`config.mk`:
```
export PLATFORM = sky130hd
export DESIGN_NAME = irq_ctrl
export DESIGN_NICKNAME = d
export VERILOG_FILES = /design/src/rtl/irq_ctrl.sv
export SDC_FILE = /design/constraint.sdc
export NUM_CORES = 1
export LEC_CHECK = 0
export BUFFER_PORTS_ARGS = -buffer_cell sky130_fd_sc_hd__buf_2
export CORE_ASPECT_RATIO = 2
export CORE_MARGIN = 2
export CORE_UTILIZATION = 30
export CTS_CLUSTER_SIZE = 28
export DETAILED_ROUTE_END_ITERATION = 8
export PLACE_DENSITY = 0.64
export SKIP_CTS_REPAIR_TIMING = 1
export SYNTH_ARGS = -nofsm -noshare
export SYNTH_HDL_FRONTEND = slang
export SYNTH_SLANG_ARGS = --single-unit
export TNS_END_PERCENT = 1
```
`constraint.sdc`:
```
create_clock -name wb_clk -period 3.3 [get_ports wb_clk]
set_clock_uncertainty 0.1 [all_clocks]
set_input_delay 0.33 -clock wb_clk [delete_from_list [all_inputs] [get_ports wb_clk]]
set_output_delay 0.33 -clock wb_clk [all_outputs]
set_load 0.005 [all_outputs]
```
`src/rtl/irq_ctrl.sv`:
```
// Wishbone interrupt controller: N sources with level/edge mode, mask, W1C pending,
// software set and a lowest-index-first vector register. rdt/ack are zero when idle.
module irq_ctrl #(
  parameter int              ADDR_W = 8,
  parameter logic [ADDR_W-1:0] ADDR = 8'h80,
  parameter int              N      = 8,
  parameter bit              SYNC   = 1'b1
) (
  input  logic          wb_clk,
  input  logic          wb_rst_n,
  input  logic [31:0]   wb_dbus_adr,
  input  logic [31:0]   wb_dbus_dat,
  input  logic          wb_dbus_we,
  input  logic          wb_dbus_cyc,
  output logic          ack,
  output logic [31:0]   rdt,
  input  logic [N-1:0]  irq_in,
  output logic          irq
);

  localparam logic [2:0] REG_STATUS  = 3'd0;
  localparam logic [2:0] REG_PENDING = 3'd1;
  localparam logic [2:0] REG_ENABLE  = 3'd2;
  localparam logic [2:0] REG_MODE    = 3'd3;
  localparam logic [2:0] REG_ACTIVE  = 3'd4;
  localparam logic [2:0] REG_VECTOR  = 3'd5;
  localparam logic [2:0] REG_SET     = 3'd6;

  logic [N-1:0] s;
  logic [N-1:0] s_prev;
  logic [N-1:0] lat;
  logic [N-1:0] lat_next;
  logic [N-1:0] enable;
  logic [N-1:0] mode;
  logic [N-1:0] pend;
  logic [N-1:0] active;
  logic [N-1:0] wdat;
  logic [N-1:0] set_hw;
  logic [N-1:0] set_sw;
  logic [N-1:0] clr;
  logic [N-1:0] mode_drop;
  logic [4:0]   vec_idx;
  logic [31:0]  rd;
  logic [2:0]   rsel;
  logic         dev_sel;
  logic         req;
  logic         wr;
  logic         unused_bits;

  generate
    if (SYNC) begin : g_sync
      logic [N-1:0] meta;
      logic [N-1:0] stab;
      always_ff @(posedge wb_clk or negedge wb_rst_n) begin
        if (!wb_rst_n) begin
          meta <= '0;
          stab <= '0;
        end else begin
          meta <= irq_in;
          stab <= meta;
        end
      end
      assign s = stab;
    end else begin : g_direct
      assign s = irq_in;
    end
  endgenerate

  assign dev_sel = (wb_dbus_adr[31:32-ADDR_W] == ADDR);
  // ~ack keeps a held cyc from producing a second ack right after the first
  assign req  = wb_dbus_cyc & dev_sel & ~ack;
  assign wr   = req & wb_dbus_we;
  assign rsel = wb_dbus_adr[4:2];
  assign wdat = wb_dbus_dat[N-1:0];

  assign unused_bits = ^{wb_dbus_adr, wb_dbus_dat};

  assign pend   = (mode & lat) | (~mode & s);
  assign active = pend & enable;

  // Set sources win over W1C; dropping a bit to level mode clears its latch
  assign set_hw    = s & ~s_prev & mode;
  assign set_sw    = (wr && rsel == REG_SET)     ? (wdat & mode)  : '0;
  assign clr       = (wr && rsel == REG_PENDING) ? wdat           : '0;
  assign mode_drop = (wr && rsel == REG_MODE)    ? (mode & ~wdat) : '0;
  assign lat_next  = ((lat & ~clr) | set_hw | set_sw) & ~mode_drop;

  always_comb begin
    vec_idx = '0;
    for (int i = N - 1; i >= 0; i--) begin
      if (active[i]) vec_idx = 5'(i);
    end
  end

  always_comb begin
    rd = '0;
    case (rsel)
      REG_STATUS:  rd[N-1:0] = s;
      REG_PENDING: rd[N-1:0] = pend;
      REG_ENABLE:  rd[N-1:0] = enable;
      REG_MODE:    rd[N-1:0] = mode;
      REG_ACTIVE:  rd[N-1:0] = active;
      REG_VECTOR: begin
        rd[31]  = |active;
        rd[4:0] = vec_idx;
      end
      default:     rd = '0;
    endcase
  end

  always_ff @(posedge wb_clk or negedge wb_rst_n) begin
    if (!wb_rst_n) begin
      ack    <= 1'b0;
      rdt    <= '0;
      irq    <= 1'b0;
      s_prev <= '0;
      lat    <= '0;
      enable <= '0;
      mode   <= '0;
    end else begin
      ack    <= req;
      rdt    <= req ? rd : '0;
      irq    <= |active;
      s_prev <= s;
      lat    <= lat_next;
      if (wr && rsel == REG_ENABLE) enable <= wdat;
      if (wr && rsel == REG_MODE)   mode   <= wdat;
    end
  end

endmodule

```
==> results.ini, run 1 <==
[timing]
final_setup_violation_count = 0
rsz0062_at_grt = false
fin_worst_hold_slack_ns = 0.00977
timing_hold_violations_final = 0
worst_pin_slew_ns = 0.919
slew_headroom_pct = 38.8
max_frequency_ghz = 0.383
final_period_minus_worst_setup_slack_ns = 2.61
finalCritPeriodShare_pct = 79.0
timing.final.max_slew_violations = 0
totalNegativeSetupSlack_ns = 0

[finish]
num_antenna_cells = 0
post_route_cells_drive_above_1_share_pct = 25.2
final_net_count = 400
area_overhead_of_the_layout_relative_to_synthesis_pct = 15.8
mostFrequentLayoutCell = sky130_fd_sc_hd__dfrtp_1
layout.cells.most_common_list = sky130_fd_sc_hd__dfrtp_1 (59), sky130_fd_sc_hd__buf_2 (41), sky130_fd_sc_hd__nor2_1 (27)

[worst_setup_path]
worstSetupPathType = reg2reg
worst_path_required_time_ns = 3.41
crit_fanout = 9
critPathCaptureType = register
worst_ep_arrival_time_ns = 2.72
critical_path.startpoint_type = register
timing.reg2reg.worst_path_depth = 5

[global_routing]
grtUsageMet2_pct = 22.4
globalRouteMet1Util_pct = 12.0
grt_first_pass_wirelength_mm = 10.4
largest_net_degree_at_the_start_of_global_routing = 43
grt-busiest-layer = met2
grt_use_met3_pct = 2.77
number_of_antenna_violations_at_the_first_check_in_global_routing = 0
first_global_vias = 2248
globalRoute.totalOverflow = 0
global_route.usage.total_pct = 12.5

[clock_tree]
max-clock-path-buffers = 2
cts_max_level = 3
clock_sinks = 59
clock_pin_slew_reported_for_the_worst_setup_and_hold_paths_after_clock_tree_synthesis_ns = 0.05
tritoncts = built
numCtsBuffers = 9
clock_tree.root_cell = sky130_fd_sc_hd__clkbuf_16
clock_insertion_delay_worst_skew_ns = 0.32

[pwr]
cell_internal_pwr_uw = 1280
p_switching_uw = 380
seq_power_share_pct = 45.3
power_density_nw_per_um2 = 474
switching_share_pct = 22.9
share_comb_of_total_power_pct = 5.6
power.ir.vdd_worst_v = 0.000245
total_leakage_power_uw = 0.00157
clock_share_of_power_pct = 49.1

[detailed_routing]
vias_per_cell = 4.94
routed-via-count = 2278
drtPass1Iterations = 4
finalWirelength_mm = 6.49
drtIter0Drc = 184
postRouteAntennaNets = 0
route.detailed.drc = 0
drt-wirelength-per-cell_um = 14.1

[place]
hpwlAfterDp_mm = 4.68
io_buffer_count = 41
place.gp.congestion = 0.819

[floorplan]
fp.dieArea_um2 = 10900
floorplan.initialDensity_pct = 30.9
die_h_um = 146
area_inside_the_core_boundary_um2 = 9760
design.portCount = 110
num_rows = 51
die_w_um = 74.9

[yosys]
count_of_flip_flops_with_a_built_in_enable_after_synthesis = 0
xor_and_xnor_area_share_after_synthesis_pct = 0
yosys.area_share.simple_pct = 17.3
yosys_register_bits = 59
syn_area_per_cell_um2 = 10.7
yosys_warning_total = 0
synth_sequential_area_ratio_pct = 48.9
ys_dominant_reg_cell = sky130_fd_sc_hd__dfrtp_1
synth_top_family_by_area = simple AND/OR/NAND/NOR gates
cell_area_after_synthesis_um2 = 3020
synthesis.instances = 283
synthAdderAreaFrac_pct = 0
synthArstFlopShare_pct = 100
post_synth_num_cell_types = 44
synthMuxAreaShare_pct = 9.50
share_of_the_synthesized_area_in_compound_gates_ao_oa_aoi_oai_pct = 15.0

[worst_hold_path]
worst_hold_path_type = in2reg
min_path_cells = 1

[run]
max-cap-violations = 0

[run_status]
status = finished clean

==> cell usage after synthesis (2+ instances only) <==
cell type	n	share of area, %
sky130_fd_sc_hd__o21a_1	2	0.50
sky130_fd_sc_hd__and4_1	4	1.2
sky130_fd_sc_hd__nand3_1	6	1.0
sky130_fd_sc_hd__a22oi_1	4	1.0
sky130_fd_sc_hd__inv_1	6	0.75
sky130_fd_sc_hd__dfrtp_1	59	49
sky130_fd_sc_hd__a31o_1	8	2.3
sky130_fd_sc_hd__clkbuf_1	8	1.0
sky130_fd_sc_hd__mux2_2	21	7.8
sky130_fd_sc_hd__mux2i_1	5	1.7
sky130_fd_sc_hd__a311oi_1	2	0.58
sky130_fd_sc_hd__buf_4	23	5.7
sky130_fd_sc_hd__o211ai_1	2	0.50
sky130_fd_sc_hd__and3_1	3	0.62
sky130_fd_sc_hd__nand2b_1	5	1.0
sky130_fd_sc_hd__o21ai_0	6	1.0
sky130_fd_sc_hd__o21bai_1	7	1.7
sky130_fd_sc_hd__nor2_1	27	3.4
sky130_fd_sc_hd__a221oi_1	11	3.2
sky130_fd_sc_hd__nor2b_1	21	4.4
sky130_fd_sc_hd__a21oi_1	5	0.83
sky130_fd_sc_hd__nand2_1	21	2.6
sky130_fd_sc_hd__a31oi_1	6	1.2
==> worst max-delay path, stage by stage, from the launching register on <==
cell                       delay (ns)
sky130_fd_sc_hd__dfrtp_1         0.36
sky130_fd_sc_hd__or4b_4          0.56
sky130_fd_sc_hd__nor4_4          0.49
sky130_fd_sc_hd__and4_1          0.59
sky130_fd_sc_hd__a221oi_1        0.19
sky130_fd_sc_hd__a31o_1          0.21
==> through the flow <==
stage          cells  cell area (um^2)  setup slack, ns  utilization, %  power [uW]
6_report         461              3490            0.692            35.8        1660
5_1_grt          461              3490            0.574            35.8        1720
4_1_cts          461              3490            0.695            35.8        1680
3_5_place_dp     445              3230            0.651            33.1         856
3_3_place_gp     445              3230            0.704            33.1         854
2_1_floorplan    305              3100            0.979               -         826
==> final cells by class <==
| type | instances | area [um^2] |
|---|---|---|
| clock buffers | 11 | 233 |
| clock inverters | 5 | 30.0 |
| fillers | 996 | 6270 |
| inverters | 6 | 22.5 |
| multi-input cells | 205 | 1350 |
| flip-flops and latches | 59 | 1480 |
| well taps | 132 | 165 |
| repair buffers | 43 | 220 |
==> sequential cells by signal, summed over array words and instances, names as in the netlist <==
register,cells
ack,1
g_sync.meta,8
lat,8
enable,8
irq,1
mode,8
s_prev,8
g_sync.stab,8
rdt,9
==> layer usage <==
metal,part of all wire [%],vias up
met2,55,78
met4,4.0,0
met3,5.3,20
li1,-,1054
met1,35,1126
met5,0,-
==> cell families (layout without fill, tap and decap cells) <==
group / count (synthesis) / count (layout)
buffers and inverters: 41 / 65
other: 1 / 23
AO/OA/AOI/OAI: 60 / 60
multiplexers: 26 / 26
flip-flops: 59 / 59
AND/OR/NAND/NOR: 96 / 96
==> path summary, 6_finish.rpt <==
kind | to | slack [ns] | startpoint
setup / recovery | lat[3] | 0.69 | ack
hold / removal | g_sync.meta[1] | 0.01 | irq_in[1]
setup reg to reg | lat[3] | 0.69 | ack
hold reg to reg | g_sync.stab[0] | 0.24 | g_sync.meta[0]
max in group asynchronous | g_sync.meta[0] | 2.27 | wb_rst_n
min in group asynchronous | g_sync.meta[2] | 0.04 | wb_rst_n
==> power groups by stage <==
stage / combinational (uW) / sequential, uW / clock (uW)
6_report: 92.5 / 751 / 814
4_1_cts: 93.3 / 751 / 836
5_1_grt: 105 / 753 / 865
3_3_place_gp: 91.1 / 763 / 0
3_5_place_dp: 92.8 / 763 / 0
2_1_floorplan: 66.1 / 760 / 0
Power figures use the tool's default switching activity.
==> run 2: changes to the inputs <==
--- a/config.mk
+++ b/config.mk
@@ -5,13 +5,14 @@
 export SDC_FILE = /design/constraint.sdc
 export NUM_CORES = 1
 export LEC_CHECK = 0
+export ABC_AREA = 1
 export BUFFER_PORTS_ARGS = -buffer_cell sky130_fd_sc_hd__buf_2
 export CORE_ASPECT_RATIO = 2
 export CORE_MARGIN = 2
 export CORE_UTILIZATION = 30
 export CTS_CLUSTER_SIZE = 28
 export DETAILED_ROUTE_END_ITERATION = 8
-export PLACE_DENSITY = 0.64
+export PLACE_DENSITY = 0.65
 export SKIP_CTS_REPAIR_TIMING = 1
 export SYNTH_ARGS = -nofsm -noshare
 export SYNTH_HDL_FRONTEND = slang
==> constraint.sdc (replaced) <==
create_clock -name wb_clk -period 2.5 [get_ports wb_clk]
set_clock_uncertainty 0.1 [all_clocks]
set_input_delay 0.25 -clock wb_clk [delete_from_list [all_inputs] [get_ports wb_clk]]
set_output_delay 0.25 -clock wb_clk [all_outputs]
set_load 0.005 [all_outputs]
==> run 2 against run 1 <==
Worst hold slack improved by 0.11 ns; highest routed layer unchanged; critical endpoint is now lat[1]; worst setup slack worse by 0.026 ns; largest power group unchanged; register-to-register slack worse by 0.03 ns; first-iteration DRC count down 3.8%; clock-buffer cell count grew 2; clock power grew 30%; global-route usage rose by 2.0 points; sequential power is 33% higher; area after synthesis is 5.7% lower; wire length increased by 6.7%.
==> results.ini, run 2 <==
[yosys]
post_synth_main_area_contributors = sky130_fd_sc_hd__dfrtp_1 (52%), sky130_fd_sc_hd__nand2_1 (12%), sky130_fd_sc_hd__inv_1 (6.5%)
ys_dominant_reg_cell = sky130_fd_sc_hd__dfrtp_1
synth.top_cells.by_count = sky130_fd_sc_hd__nand2_1 (88), sky130_fd_sc_hd__dfrtp_1 (59), sky130_fd_sc_hd__inv_1 (49), sky130_fd_sc_hd__buf_4 (23), sky130_fd_sc_hd__nor2_1 (22)
cell_area_after_synthesis_um2 = 2840  ; -5.7%
xor_and_xnor_area_share_after_synthesis_pct = 0  ; unchanged
synth_top_family_by_area = simple AND/OR/NAND/NOR gates
count_of_flip_flops_with_a_built_in_enable_after_synthesis = 0  ; unchanged
synthDominantAreaCellType = sky130_fd_sc_hd__dfrtp_1
synthDominantCellAreaShare_pct = 51.9  ; +3.0 points
synthArstFlopShare_pct = 100  ; unchanged
yosys.cell_count.top_type = sky130_fd_sc_hd__nand2_1
syn_area_per_cell_um2 = 8.32  ; -22%
share_of_the_synthesized_area_in_compound_gates_ao_oa_aoi_oai_pct = 10.8  ; -4.2 points
yosys_register_bits = 59  ; unchanged
post_synth_num_cell_types = 28  ; -36%
yosys.area_share.simple_pct = 23.2  ; +5.9 points
synth_sequential_area_ratio_pct = 51.9  ; +3.0 points
synthMuxAreaShare_pct = 0  ; -9.5 points
synthAdderAreaFrac_pct = 0  ; unchanged
synthesis.instances = 342  ; +21%
yosys_warning_total = 0  ; unchanged

[global_routing]
grt_first_pass_wirelength_mm = 11.0  ; +6.2%
global_route.usage.total_pct = 14.6  ; +2.0 points
globalRoute.totalOverflow = 0  ; unchanged
number_of_antenna_violations_at_the_first_check_in_global_routing = 0  ; unchanged
first_global_vias = 2344  ; +4.3%
largest_net_degree_at_the_start_of_global_routing = 32  ; -26%

[finish]
multi_input_comb_area_um2 = 1050  ; -22%
mostFrequentLayoutCell = sky130_fd_sc_hd__nand2_1
area_overhead_of_the_layout_relative_to_synthesis_pct = 20.3
num-fill-cells = 970  ; -2.6%
post_layout_nonfiller_instances = 505  ; +9.5%
post_route_cells_drive_above_1_share_pct = 15.7  ; -9.5 points
largest_register_ff_count = 9  ; unchanged
num_antenna_cells = 0  ; unchanged
regMostFlops = rdt
final_net_count = 475  ; +19%
layout.cells.most_common_list = sky130_fd_sc_hd__nand2_1 (88), sky130_fd_sc_hd__dfrtp_1 (59), sky130_fd_sc_hd__inv_1 (49)
flip_flop_and_latch_area_um2 = 1480  ; unchanged

[clock_tree]
clock_pin_slew_reported_for_the_worst_setup_and_hold_paths_after_clock_tree_synthesis_ns = 0.05  ; about the same
cts_max_level = 3  ; unchanged
tritoncts = built
numCtsBuffers = 9  ; unchanged
max-clock-path-buffers = 2  ; unchanged
clock_insertion_delay_worst_skew_ns = 0.33  ; about the same
clock_sinks = 59  ; unchanged
clock_tree.root_cell = sky130_fd_sc_hd__clkbuf_16

[timing]
finalCritPeriodShare_pct = 73.4  ; -5.7 points
final_setup_violation_count = 0  ; unchanged
totalNegativeSetupSlack_ns = 0  ; unchanged
max_frequency_ghz = 0.545  ; +42%
final_period_minus_worst_setup_slack_ns = 1.83  ; -0.774 ns
slew_headroom_pct = 43.7  ; +5.0 points
timing.final.max_slew_violations = 0  ; unchanged
rsz0062_at_grt = false
worst_pin_slew_ns = 0.841  ; -0.0776 ns
timing_hold_violations_final = 0  ; unchanged

[run]
max-cap-violations = 0  ; unchanged

[worst_setup_path]
worstSetupPathType = reg2reg
crit_fanout = 16  ; +7
timing.critical_path.cells = inv_1 > nand4_1 > nor3_4 > nand2_2 > nor2_4 > nand2_1 > nor2_1 > a21oi_1
worst_ep_arrival_time_ns = 1.94  ; -0.78 ns
worst_path_required_time_ns = 2.61  ; -0.80 ns
critical_path.n_buffers_inverters = 1  ; +1
critical_path.startpoint_type = register
critical_path.slowest_cell = sky130_fd_sc_hd__dfrtp_1
worst_path_largest_cell_delay_ns = 0.37  ; -0.22 ns
critPathCaptureType = register
crit_family = simple AND/OR/NAND/NOR gates
critPathLaunch = ack
critical_r2r_launch = ack

[place]
place.gp.congestion = 0.905  ; +11%
io_buffer_count = 41  ; unchanged
hpwlAfterDp_mm = 5.19  ; +11%
dpl.cell_count = 483  ; +8.5%

[detailed_routing]
vias_per_cell = 4.76  ; -3.7%
drtPass1Iterations = 4  ; unchanged
drtIter0Drc = 177  ; -3.8%
finalWirelength_mm = 6.92  ; +6.7%
postRouteAntennaNets = 0  ; unchanged
drt-wirelength-per-cell_um = 13.7  ; -2.6%
route.detailed.drc = 0  ; unchanged
routed-via-count = 2402  ; +5.4%

[floorplan]
fp.dieArea_um2 = 10300  ; -5.5%
die_h_um = 142  ; -2.8%
die_w_um = 72.8  ; -2.8%
design.portCount = 110  ; unchanged
area_inside_the_core_boundary_um2 = 9320  ; -4.5%
floorplan.initialDensity_pct = 30.5  ; -0.39 points
num_rows = 50  ; -2.0%

[pwr]
power.ir.vdd_worst_v = 0.000300  ; +23%
total_leakage_power_uw = 0.00177  ; +13%
power_density_nw_per_um2 = 643  ; +36%
design_power_total_uw = 2200  ; +33%

[run_status]
status = finished clean

[worst_hold_path]
hold_path_startpoint = wb_dbus_dat[1]
worst_hold_path_type = in2reg

## run 2: worst reg2reg max path, stage by stage (launching register included)
cell	delay, ns
sky130_fd_sc_hd__dfrtp_1	0.37
sky130_fd_sc_hd__inv_1	0.05
sky130_fd_sc_hd__nand4_1	0.12
sky130_fd_sc_hd__nor3_4	0.29
sky130_fd_sc_hd__nand2_2	0.13
sky130_fd_sc_hd__nor2_4	0.34
sky130_fd_sc_hd__nand2_1	0.15
sky130_fd_sc_hd__nor2_1	0.13
sky130_fd_sc_hd__a21oi_1	0.05
## run 2: layer usage
metal  up-vias  GRT usage (%)  wire [um]
met3        25           3.69        402
met1      1120           13.7       2450
met4         0           11.8        393
li1       1164              -          -
met2        93           25.5       3680
met5         -              0          0
## run 2: final timing paths
| kind | end | cells past startpoint | slack (ns) |
|---|---|---|---|
| max reg2reg | lat[1] | 8 | 0.67 |
| min | enable[1] | 3 | 0.12 |
| min reg2reg | g_sync.stab[5] | 0 | 0.24 |
| max | lat[1] | 8 | 0.67 |
| min in group asynchronous | g_sync.stab[0] | 2 | 0.41 |
| max in group asynchronous | g_sync.meta[7] | 3 | 1.28 |
## run 2: cell type report
cell class                      count  area share [%]
Clock buffer                       13            7.31
Inverter                           50            5.52
Multi-Input combinational cell    227            30.8
Timing Repair Buffer               52            9.43
Tap cell                          104            3.80
Sequential cell                    59            43.1
## run 2: kinds of logic after synthesis
family,count (synthesis)
flops,59
other cells,1
compound gates,54
simple gates,150
buf+inv,78
## run 2: metrics by stage
| stage | utilization (%) | instance area (um^2) | hold WS, ns | setup slack [ns] |
|---|---|---|---|---|
| after detailed placement | 33.1 | 3080 | 0.223 | 0.551 |
| after floorplan | - | 2930 | -0.146 | 1.01 |
| after global routing | 36.7 | 3420 | 0.122 | 0.495 |
| after CTS | 35.7 | 3330 | -0.134 | 0.644 |
| after global placement | 33.1 | 3080 | 0.208 | 0.608 |
| final | 36.7 | 3420 | 0.119 | 0.666 |
## run 2: power breakdown
part	total, uW	internal (uW)	switching, uW
Sequential	1000	986	14.3
Combinational	144	51.6	92.5
Clock	1060	678	378
